--- src/rtl/test_seq_pkg.sv ---
// ---------------------------------------------------------------------------
// test_seq_pkg
// Shared definitions for the unit-test sequencer: default parameter values
// and the sequencer state encoding.
// ---------------------------------------------------------------------------
package test_seq_pkg;

  localparam int unsigned DEFAULT_N_TESTS     = 8;
  localparam int unsigned DEFAULT_TIMEOUT_CYC = 1024;

  typedef enum logic [2:0] {
    IDLE,
    LAUNCH,
    WAIT,
    RELEASE,
    FINISH
  } seq_state_e;

endpackage

--- src/rtl/seq_timer.sv ---
// ---------------------------------------------------------------------------
// seq_timer
// Loadable down-counter that saturates at zero, used as the per-slot
// watchdog of the test sequencer.
//
// Ports:
//   clk      - rising-edge clock
//   rst_n    - asynchronous active-low reset, clears the count
//   load     - load load_val into the counter (wins over en)
//   load_val - reload value
//   en       - decrement by one this cycle (never below zero)
//   zero     - counter is at zero, or reaches zero at the end of this
//              enabled cycle
// ---------------------------------------------------------------------------
module seq_timer
  import test_seq_pkg::*;
#(
  parameter int unsigned W = $clog2(DEFAULT_TIMEOUT_CYC + 1)
) (
  input  logic         clk,
  input  logic         rst_n,
  input  logic         load,
  input  logic [W-1:0] load_val,
  input  logic         en,
  output logic         zero
);

  logic [W-1:0] cnt_q;
  logic [W-1:0] cnt_d;

  // Next count: reload has priority, otherwise count down and stick at zero.
  always_comb begin
    cnt_d = cnt_q;
    if (load) begin
      cnt_d = load_val;
    end else if (en && (cnt_q != '0)) begin
      cnt_d = cnt_q - W'(1);
    end
  end

  // Count register.
  always_ff @(posedge clk or negedge rst_n) begin
    if (!rst_n) begin
      cnt_q <= '0;
    end else begin
      cnt_q <= cnt_d;
    end
  end

  // Flag the cycle in which the count hits zero, not the one after, so the
  // owner can react on the same edge the counter expires.
  assign zero = (cnt_q == '0) || (en && (cnt_q == W'(1)));

endmodule

--- config.mk ---
export PLATFORM = sky130hd
export DESIGN_NAME = seq_timer
export DESIGN_NICKNAME = d
export VERILOG_FILES = /design/src/rtl/test_seq_pkg.sv /design/src/rtl/seq_timer.sv
export SDC_FILE = /design/constraint.sdc
export NUM_CORES = 1
export LEC_CHECK = 0
export BUFFER_PORTS_ARGS = -buffer_cell sky130_fd_sc_hd__buf_4
export CAP_MARGIN = 20
export CELL_PAD_IN_SITES_DETAIL_PLACEMENT = 1
export CELL_PAD_IN_SITES_GLOBAL_PLACEMENT = 2
export CORE_MARGIN = 3
export CORE_UTILIZATION = 27
export DETAILED_ROUTE_END_ITERATION = 8
export GPL_ROUTABILITY_DRIVEN = 0
export PLACE_DENSITY_LB_ADDON = 0.1
export SLEW_MARGIN = 20
export SYNTH_ARGS = -nofsm -noshare
export SYNTH_HDL_FRONTEND = slang
export SYNTH_SLANG_ARGS = --single-unit
--- constraint.sdc ---
create_clock -name clk -period 1.9 [get_ports clk]
set_clock_uncertainty 0.05 [all_clocks]
set_input_delay 0.19 -clock clk [delete_from_list [all_inputs] [get_ports clk]]
set_output_delay 0.19 -clock clk [all_outputs]
set_load 0.03 [all_outputs]
After elaboration in Yosys (flattened, before gate mapping)
Index checks and enable logic that the tools add are counted.

storage, ports and cells
  output and inout port bits = 1
  bits of input ports = 15
  bits in registers = 11
  word-level logic and storage cells = 11

cells by class
  equality and inequality tests = 1
  reductions and logical operators = 6
  add/subtract/negate cells = 1
  mux-type cells = 2

operator list
  kind                                                   number
  two-way mux 11 bit                                     2
  equality test 11 x 1 -> 1 bit (second input constant)  1
  zero test 11 bit                                       1
  nonzero test 11 bit                                    1
  subtractor 11 x 1 -> 11 bit (second input constant)    1
  logical AND 1 bit                                      2
  nonzero test 2 bit                                     1
  logical OR 1 bit                                       1

Logic depth before layout (Yosys ltp)
Gate-level depths: netlist of the first run.

  word-level depth = 4
  gate-level depth with buffers = 6
  gate-level depth less buffers = 6

Least setup slack after synthesis of the first run
Ideal clock, no wire load.

  path kind = register to output
  from = reg cnt_q[8]
  to = out zero
  stages on the path, launching flop included = 3
  slack = -0.295 ns
  arrival = 1.955 ns
  cell sequence = dfrtp_1 > or4_1 > nor4_1

on the way
  longest elaborated chain between the ends = 3
  elaborated cells between the ends (all ways) = 4
  classes of those cells = 1 x eq/ne; 3 x reduce/logical

RTL lines
  item                           line             RTL
  start, declared                seq_timer.sv:28  logic [W-1:0] cnt_q;
  start signal, assigned         seq_timer.sv:46  cnt_q <= cnt_d;
  equality test 11 x 1 -> 1 bit  seq_timer.sv:52  assign zero = (cnt_q == '0) || (en && (cnt_q == W'(1)));
  logical AND 1 bit              seq_timer.sv:52
  logical OR 1 bit (*)           seq_timer.sv:52
  end, declared                  seq_timer.sv:25  output logic zero

Every way passes the cells marked *; elsewhere a longest branch is shown, timed or not.

Worst setup path after layout of the first run
  from = reg cnt_q[3]
  to = reg cnt_q[8]

on the way
  longest elaborated chain between the ends = 3
  elaborated cells between the ends (all ways) = 6
  classes of those cells = 1 x add/sub; 2 x mux; 3 x reduce/logical

RTL lines
  item                                                                       line                              RTL
  subtractor 11 x 1 -> 11 bit / nonzero test 11 bit (equally long branches)  seq_timer.sv:37, seq_timer.sv:36
  two-way mux 11 bit / logical AND 1 bit (equally long branches)             seq_timer.sv:36                   end else if (en && (cnt_q != '0)) begin
  two-way mux 11 bit / nonzero test 2 bit (equally long branches)            -

Parallel ways exist; a longest one is shown, timed or not. The select of a mux whose other input is x is not followed.
A chain may end at the register's enable or synchronous reset.

==> summary.md, run 1 <==
| Metric | Value |
|---|---|
| Combinational share of power | 29.2% |
| Largest register FFs | 11 |
| Ys Warns | 0 |
| Kind of critical path | register to register |
| Clk buf depth | 2 |
| Largest regs | cnt_q x11 |
| Initial antenna violation count | 0 |
| H-tree levels | 1 |
| Relative slew slack | 73.64% |
| Post-synth EDFFs | 0 |
| Global-route wire length before repair | 3677 um |
| Mapped Nets | 97 |
| Switching share of total power | 31.71% |
| Initial Utilization | 30.21% |
| Setup crit end kind | register |
| Asr flop ratio synth | 100.0% |
| Yosys top cell by area | dfrtp_1 |
| Fin crit share | 102.2% |
| HPWL after detailed placement | 1651 um |
| Area of the multi-input gates | 434.2 um^2 |
| Max Cap Viol | 0 |
| CTS root buffer | clkbuf_4 |
| Hold Crit Class | input pin to register |
| Layout cells sized above 1 | 36.36% |
| Clock sink count | 11 |
| Sequential fraction of the synthesis area | 38.60% |
| Peak Freq | 0.5151 GHz |
| Die height | 57.40 um |
| Placed cell count | 130 |
| Fin cells | 138 |
| Row count | 17 |
| Avg WL per Cell | 16.01 um |
| Post-Syn Area per Cell | 8.915 um^2 |
| Max VDD drop | 0.0003583 V |
| Global route overflow | 0 |
| Largest net degree at the start of global routing | 13 |
| Routed vias | 720 |
| CP required | 2.05 ns |
| Clock group share of total power | 26.2% |
| Post-Route WL | 2210 um |
| Synth cell types | 32 |
| Leakage | 0.4174 nW |
| Seq cells post-synth | 11 |
| Gr usage total | 14.59% |
| Detail Route Antenna Nets | 0 |
| Setup Total Neg Slack | -0.07715 ns |
| CP Max Fanout | 3 |
| Most area-consuming cells after synthesis | dfrtp_1, a21oi_1, o31ai_1, nand2_1, ha_1 |
| Max Slew Vio Count | 0 |
| Diodes inserted | 0 |
| Failing checks | negative setup slack |
| Setup Viol. Count Final | 2 |
| Hold slack final | 0.06291 ns |
| Psw | 0.2003 mW |
| Primary FF master, synth | dfrtp_1 |
| Crit start category | register |
| Unrepaired setup endpoints after global routing | yes |
| Fill cells | 287 |
| Port buffer count | 15 |
| Drt drc | 0 |
| Sequential share of power | 44.6% |
| Initial drt markers | 12 |
| Worst path arrival time | 2.09 ns |
| Final Hold Fails | 0 |
| Synth cell count leaders | dfrtp_1, nand2_1, a21oi_1 |
| I/O pin count | 16 |
| CTS tree | yes |
| Vias per inst | 5.217 |
| Int Pwr | 0.4312 mW |
| Die W | 57.40 um |
| Top-count cell post-synth | dfrtp_1 |
| Clock Latency Late Sink | 0.27 ns |
| Worst-Margin Slew | 0.3945 ns |
| Largest register by flop count | cnt_q |
| Die ar. | 3294 um^2 |
| Syn Inst Count | 80 |
| Post-Syn Area | 713.2 um^2 |
| P&R area growth vs syn | 41.58% |
| Nets | 128 |
| Core area | 2361 um^2 |
| Final worst slack | -0.04149 ns |
| Register Area | 275.3 um^2 |
| Number of global-route vias before repair | 759 |
| Min Tclk post-route | 1.941 ns |
| CTS Buf Count | 3 |
| Reg clk slew, reported paths | 0.08 ns |
| Cell area power density | 625.4 nW/um^2 |
| Synth top area share | 38.60% |
| Status | complete, but fails checks |
| Drt pass-1 iters | 4 |
-- worst max-delay path, cell delays in order, from the launching register on --
cell	delay (ns)
dfrtp_1	0.38
or4_4	0.57
or3_4	0.41
or3_1	0.33
a2bb2oi_2	0.12
-- per-stage QoR --
stage	util (%)	setup WS (ns)	power (mW)	cell area [um^2]
after floorplan	-	0.002484	0.3702	719.4
after global placement	38.74	0.04241	0.4426	914.6
after detailed placement	38.74	0.004968	0.4489	914.6
after CTS	41.76	-0.04068	0.6279	985.9
after global routing	42.77	-0.1245	0.6826	1010
final	42.77	-0.04149	0.6315	1010
-- kinds of logic (layout without fill, tap and decap cells) --
group | count (synthesis) | after routing | synth area share, %
AOI/OAI and AO/OA | 25 | 25 | 22.28
xor gates and xnor gates | 1 | 1 | 1.228
adders and majority gates | 2 | 2 | 3.508
buffers and inverters | 8 | 38 | 5.965
DFF | 11 | 11 | 38.60
muxes | 1 | 1 | 1.579
and+or+nand+nor | 32 | 32 | 26.84
-- cells in the final DEF, fill, tap and decap left out, types with 3 or more instances in the layout --
| master | Yosys | final |
|---|---|---|
| a31oi_1 | 3 | 3 |
| dfrtp_1 | 11 | 11 |
| o31ai_1 | 4 | 4 |
| nand2_1 | 7 | 6 |
| nand3_1 | 3 | 3 |
| inv_1 | 5 | 5 |
| clkbuf_4 | 0 | 3 |
| nor2_1 | 4 | 4 |
| a21oi_1 | 6 | 6 |
| buf_4 | 0 | 26 |
| o21ai_0 | 4 | 4 |
| or3_1 | 3 | 3 |
-- path summary, 6_finish.rpt --
path / startpoint / endpoint / slack, ns / cells after the start
max in group asynchronous: rst_n / cnt_q[9] / 1.40 / 2
hold / removal: load_val[2] / cnt_q[2] / 0.06 / 2
min in group asynchronous: rst_n / cnt_q[5] / 0.23 / 2
setup / recovery: cnt_q[3] / cnt_q[8] / -0.04 / 4
hold reg to reg: cnt_q[6] / cnt_q[6] / 0.59 / 2
setup reg to reg: cnt_q[3] / cnt_q[8] / -0.04 / 4
-- final cells by class --
class	instances	area share [%]
inverter	6	2.230
tap	28	3.470
clock buffer	4	2.602
sequential	11	27.26
timing repair buffer	28	21.44
multi-input combinational	61	43.00
-- repair_timing --
item | CTS | global route
setup endpoints to repair | 2 | 5
pin swaps | 5 | 0
setup buffers | 3 | 0
gates resized for setup | 2 | 5
hold endpoints to repair | 11 | 0
hold buffers | 1 | 0
-- layer usage --
layer	up-vias	GRT usage [%]	routed length, um
li1	366	-	-
met1	333	18.58	969
met2	19	23.23	1114
met3	2	4.977	120
met4	0	4.305	6
met5	-	0	0
-- power groups by stage --
stage | logic, mW | registers (mW) | clock network (mW)
after floorplan | 0.0845 | 0.286 | 0
after global placement | 0.156 | 0.287 | 0
after detailed placement | 0.161 | 0.288 | 0
after CTS | 0.176 | 0.282 | 0.170
after global routing | 0.208 | 0.287 | 0.188
final | 0.184 | 0.282 | 0.166
No activity file was read; power rests on OpenSTA's default activity.
==> run 2, diff against run 1 <==
- RECOVER_POWER: default -> 50
- SKIP_LAST_GASP: default -> 1
==> run 2 against run 1 <==
Effect of this change: the run still ends with negative setup slack left; first-iteration DRC count grew 8.3%; critical path type unchanged; sequential share of layout area grew 0.27 points; worst hold slack hardly changed; count of clock-buffer cells in the layout unchanged.
==> summary.md, run 2 (synthesis gave the netlist of run 1 again) <==
| Metric | Value |
|---|---|
| CP Max Fanout | 3 |
| Worst setup path endpoint | cnt_q[8] |
| Setup Viol. Count Final | 2 |
| Final Instance Area | 999.7 um^2 |
| Gr usage total | 14.59% |
| Register Area | 275.3 um^2 |
| Worst-Margin Slew | 0.6621 ns |
| Leakage | 0.4129 nW |
| Initial drt markers | 13 |
| Clk buf depth | 2 |
| Most common cell after layout, fill and taps aside | buf_4 |
| CTS Buf Count | 3 |
| Most frequent cells in the layout | buf_4, dfrtp_1, a21oi_1, nand2_1, inv_1 |
| CTS tree | yes |
| I/O pin count | 16 |
| Post-Route WL | 2185 um |
| Reg-to-reg setup timing slack | -0.05 ns |
| Reg2reg end | cnt_q[8] |
| Reg2Reg Depth | 4 |
| CP required | 2.04 ns |
| Detail Route Antenna Nets | 0 |
| Setup crit end kind | register |
| Avg WL per Cell | 15.83 um |
| Clock sink count | 11 |
| Layout cells sized above 1 | 34.55% |
| Worst path arrival time | 2.09 ns |
| Global route overflow | 0 |
| Failing checks | negative setup slack |
| Largest regs | cnt_q x11 |
| Placed cell count | 130 |
| Largest register by flop count | cnt_q |
| Worst reg2reg path startpoint | cnt_q[3] |
| Max Cap Viol | 0 |
| Routed vias | 719 |
| H-tree levels | 1 |
| Nets | 128 |
| Crit start category | register |
| Largest register FFs | 11 |
| Relative slew slack | 55.86% |
| Drt drc | 0 |
| CTS root buffer | clkbuf_4 |
| Fill cells | 287 |
| Cell area power density | 628.4 nW/um^2 |
| Die W | 57.40 um |
| Placement Cell Area | 914.6 um^2 |
| HPWL after detailed placement | 1651 um |
| Min Tclk post-route | 1.948 ns |
| Die height | 57.40 um |
| Clock Latency Late Sink | 0.27 ns |
| Unrepaired setup endpoints after global routing | yes |
| Fin cells | 138 |
| Reg clk slew, reported paths | 0.08 ns |
| Max Slew Vio Count | 0 |
| Global-route wire length before repair | 3677 um |
| Diodes inserted | 0 |
| Status | complete, but fails checks |
| P&R area growth vs syn | 40.18% |
| Peak Freq | 0.5134 GHz |
| Row count | 17 |
| Drt pass-1 iters | 4 |
| Port buffer count | 15 |
| Final worst slack | -0.04794 ns |
| Initial Utilization | 30.21% |
| Largest net degree at the start of global routing | 13 |
| Hold Crit Class | input pin to register |
| Number of global-route vias before repair | 759 |
| Final Hold Fails | 0 |
| Fin crit share | 102.5% |
| Area of the multi-input gates | 427.9 um^2 |
| Kind of critical path | register to register |
| Vias per inst | 5.210 |
| Critical path launch point | cnt_q[3] |
| Die ar. | 3294 um^2 |
| Core area | 2361 um^2 |
| Max VDD drop | 0.0003566 V |
| Initial antenna violation count | 0 |
## run 2: metal layers
metal / vias to the layer above / wire length (um) / global-route usage, %
met5: - / 0 / 0
met4: 0 / 6 / 4.305
met3: 2 / 120 / 4.977
met2: 19 / 1105 / 23.23
met1: 332 / 953 / 18.58
li1: 366 / - / -
## run 2: metrics by stage
stage	utilization (%)	power, mW	hold slack [ns]	worst slack (ns)	TNS [ns]
6_report	42.34	0.6282	0.06300	-0.04794	-0.08350
2_1_floorplan	-	0.3702	-0.1556	0.002484	0
3_5_place_dp	38.74	0.4489	-0.01007	0.004968	0
4_1_cts	41.76	0.6279	0.05960	-0.04068	-0.08078
3_3_place_gp	38.74	0.4426	-0.009055	0.04241	0
5_1_grt	42.34	0.6797	0.05011	-0.1245	-0.3149
## run 2: what timing repair did
action / CTS / global route
setup endpoints to repair: 2 / 5
hold buffers: 1 / 0
buffers inserted: 3 / 0
pin swaps: 5 / 0
gates resized for setup: 2 / 4
endpoints found under the hold margin: 11 / 0
## run 2: how the worst min path moves through the flow
stage	startpoint	end	cells after the start
floorplan	rst_n	cnt_q[0]	0
global placement	rst_n	cnt_q[5]	1
detailed placement	rst_n	cnt_q[5]	1
CTS	load_val[2]	cnt_q[2]	2
global route	load_val[2]	cnt_q[2]	2
finish	load_val[2]	cnt_q[2]	2
## run 2: power by group
group	internal [mW]	switching, mW
sequential	0.259	0.0233
clock	0.0814	0.0839
combinational	0.0891	0.0919
total	0.429	0.199
## run 2: worst max-delay path: stages, from the launching register on
cell	delay (ns)
dfrtp_1	0.38
or4_4	0.57
or3_4	0.41
or3_1	0.32
a2bb2oi_1	0.14
## run 2: area by class of cell
cell class | instances | area share, %
multi-input cells | 61 | 42.80
well taps | 28 | 3.504
inverters | 6 | 2.253
repair buffers | 28 | 21.28
clock buffers | 4 | 2.628
flip-flops and latches | 11 | 27.53
==> run 3, diff against run 2 <==
- ABC_AREA: default -> 1
- CORE_UTILIZATION: 27 -> 26
==> run 3 against run 2 <==
Effect of this change: the run now ends clean; clock power grew 4%; die area grew 23%; synthesized cell count increased by 59%; final area is 7.1% higher.
==> summary.md, run 3 <==
| Metric | Value |
|---|---|
| Yosys top cell by area | dfrtp_1 |
| Synth top area share | 31.93% |
| Hold Crit Class | input pin to register |
| Sequential fraction of the synthesis area | 31.93% |
| Diodes inserted | 0 |
| Clk buf depth | 2 |
| Combinational share of power | 35.6% |
| Initial Utilization | 27.78% |
| H-tree levels | 1 |
| Gr usage total | 13.32% |
| Initial drt markers | 18 |
| Detail Route Antenna Nets | 0 |
| P&R area growth vs syn | 24.24% |
| Drt drc | 0 |
| Register Area | 275.3 um^2 |
| Setup crit end kind | output port |
| Leakage | 0.5518 nW |
| Global route overflow | 0 |
| Relative slew slack | 55.48% |
| Fin util | 34.52% |
| Number of global-route vias before repair | 913 |
| Row count | 20 |
| Unrepaired setup endpoints after global routing | no |
| Mapped Nets | 144 |
| CTS root buffer | clkbuf_4 |
| Layout cells sized above 1 | 29.45% |
| Top-count cell post-synth | nand2_1 |
| Cell area power density | 696.0 nW/um^2 |
| HPWL after detailed placement | 1878 um |
| Routed vias | 843 |
| Seq cells post-synth | 11 |
| Asr flop ratio synth | 100.0% |
| Min Tclk post-route | 1.786 ns |
| Die W | 63.58 um |
| Max Slew Vio Count | 0 |
| Primary FF master, synth | dfrtp_1 |
| Avg WL per Cell | 12.67 um |
| Max VDD drop | 0.0002436 V |
| Clock group share of total power | 23.0% |
| CTS Buf Count | 3 |
| Post-synth EDFFs | 0 |
| Largest register FFs | 11 |
| Worst path arrival time | 1.55 ns |
| Sequential share of power | 41.5% |
| Post-Syn Area | 862.1 um^2 |
| Syn Inst Count | 127 |
| Clock Latency Late Sink | 0.28 ns |
| Worst-Margin Slew | 0.6679 ns |
| Final Hold Fails | 0 |
| Global-route wire length before repair | 4133 um |
| Most area-consuming cells after synthesis | dfrtp_1, nand2_1, nand3_1, inv_1, nor2_1 |
| Status | finished, final reports clean |
| Post-Route WL | 2407 um |
| Psw | 0.2870 mW |
| Most frequent cells in the layout | nand2_1, buf_4, nor2_1, dfrtp_1 |
| Largest net degree at the start of global routing | 16 |
| CP Max Fanout | 5 |
| CP required | 1.66 ns |
| Most common cell after layout, fill and taps aside | nand2_1 |
| Int Pwr | 0.4585 mW |
| Reg clk slew, reported paths | 0.08 ns |
| Switching share of total power | 38.49% |
| I/O pin count | 16 |
| CTS tree | yes |
| Largest register by flop count | cnt_q |
| Port buffer count | 15 |
| Vias per inst | 4.437 |
| Initial antenna violation count | 0 |
| Die height | 63.58 um |
| Fill cells | 431 |
| Area of the multi-input gates | 531.8 um^2 |
| Synth cell count leaders | nand2_1, inv_1, dfrtp_1, nor2_1, nand3_1 |
| Kind of critical path | register to output port |
| Crit start category | register |
| Max Cap Viol | 0 |
| Die ar. | 4042 um^2 |
| Synth cell types | 20 |
| Fin crit share | 93.99% |
| Setup Total Neg Slack | 0 ns |
| Clock sink count | 11 |
| Ys Warns | 0 |
| Peak Freq | 0.5600 GHz |
| Drt pass-1 iters | 4 |
| Core area | 3103 um^2 |
| Setup Viol. Count Final | 0 |
| Post-Syn Area per Cell | 6.788 um^2 |
| Largest regs | cnt_q x11 |
| Nets | 164 |
==> run 3: changes by cell type in the layout (fill, tap and decap cells not counted), moves of 3 or more <==
cell,change
a21oi_1,-5
a31oi_1,-3
buf_4,-9
inv_1,+5
inv_2,+3
nand2_1,+41
nand3_1,+7
nand3_2,+4
nor2_1,+7
o21ai_2,+4
o31ai_1,-4
or2_2,+3
or3_1,-3
==> run 3: cell type report <==
cell class | instances | area share [%]
inverter | 13 | 4.556
timing repair buffer | 18 | 12.50
multi-input combinational | 100 | 49.65
clock buffer | 4 | 2.453
tap | 44 | 5.140
sequential | 11 | 25.70
==> run 3: final timing paths <==
path	slack (ns)	end	cells after the start	start
setup / recovery	0.11	zero	7	cnt_q[0]
hold / removal	0.09	cnt_q[7]	3	load_val[7]
setup reg to reg	0.27	cnt_q[5]	10	cnt_q[0]
hold reg to reg	0.47	cnt_q[9]	2	cnt_q[9]
max in group asynchronous	0.98	cnt_q[0]	2	rst_n
min in group asynchronous	0.40	cnt_q[9]	2	rst_n
==> run 3: critical path, stage by stage, from the launching register on <==
cell and delay, ns:
dfrtp_1 0.40, inv_2 0.12, ha_4 0.16, nand2_2 0.09, nor2_4 0.11, nand2_2 0.09
o21ai_0 0.10, buf_4 0.19
==> run 3: cell families (layout without fill, tap and decap cells) <==
kind of cell,after synthesis,in the layout,share of synthesized area (%)
and+or+nand+nor,86,86,48.19
buffers and inverters,16,35,7.837
AOI/OAI and AO/OA,11,11,8.127
DFF,11,11,31.93
adders and majority gates,2,2,2.902
xor gates and xnor gates,1,1,1.016
==> run 3: power by group through the flow <==
stage	sequential [mW]	combinational (mW)	clock (mW)
floorplan	0.302	0.182	0
global placement	0.315	0.250	0
detailed placement	0.313	0.253	0
CTS	0.309	0.255	0.185
global route	0.315	0.306	0.194
finish	0.309	0.265	0.171
==> run 3: stage by stage <==
step	hold WS (ns)	area [um^2]	cells	setup slack (ns)	power, mW
6_report	0.08578	1071	190	0.1141	0.7455
5_1_grt	0.07532	1071	190	0.007087	0.8154
4_1_cts	0.07041	1047	188	0.01452	0.7499
3_5_place_dp	-0.005286	1011	183	0.1455	0.5661
3_3_place_gp	-0.006154	1011	183	0.1921	0.5648
2_1_floorplan	-0.1556	862.1	127	0.2456	0.4842
==> run 3: routing by layer <==
metal	wire length, um	up-vias	global-route usage, %
li1	-	436	-
met1	1113	393	15.69
met2	1169	12	22.43
met3	104	2	4.278
met4	19	0	4.852
met5	0	-	0
==> run 3: what timing repair did <==
item,4_1_cts,5_1_grt
resized for setup,1,3
setup endpoints to repair,1,1
setup buffers,0,2
hold buffers,1,0
hold endpoints to repair,11,0
pin swaps,0,1
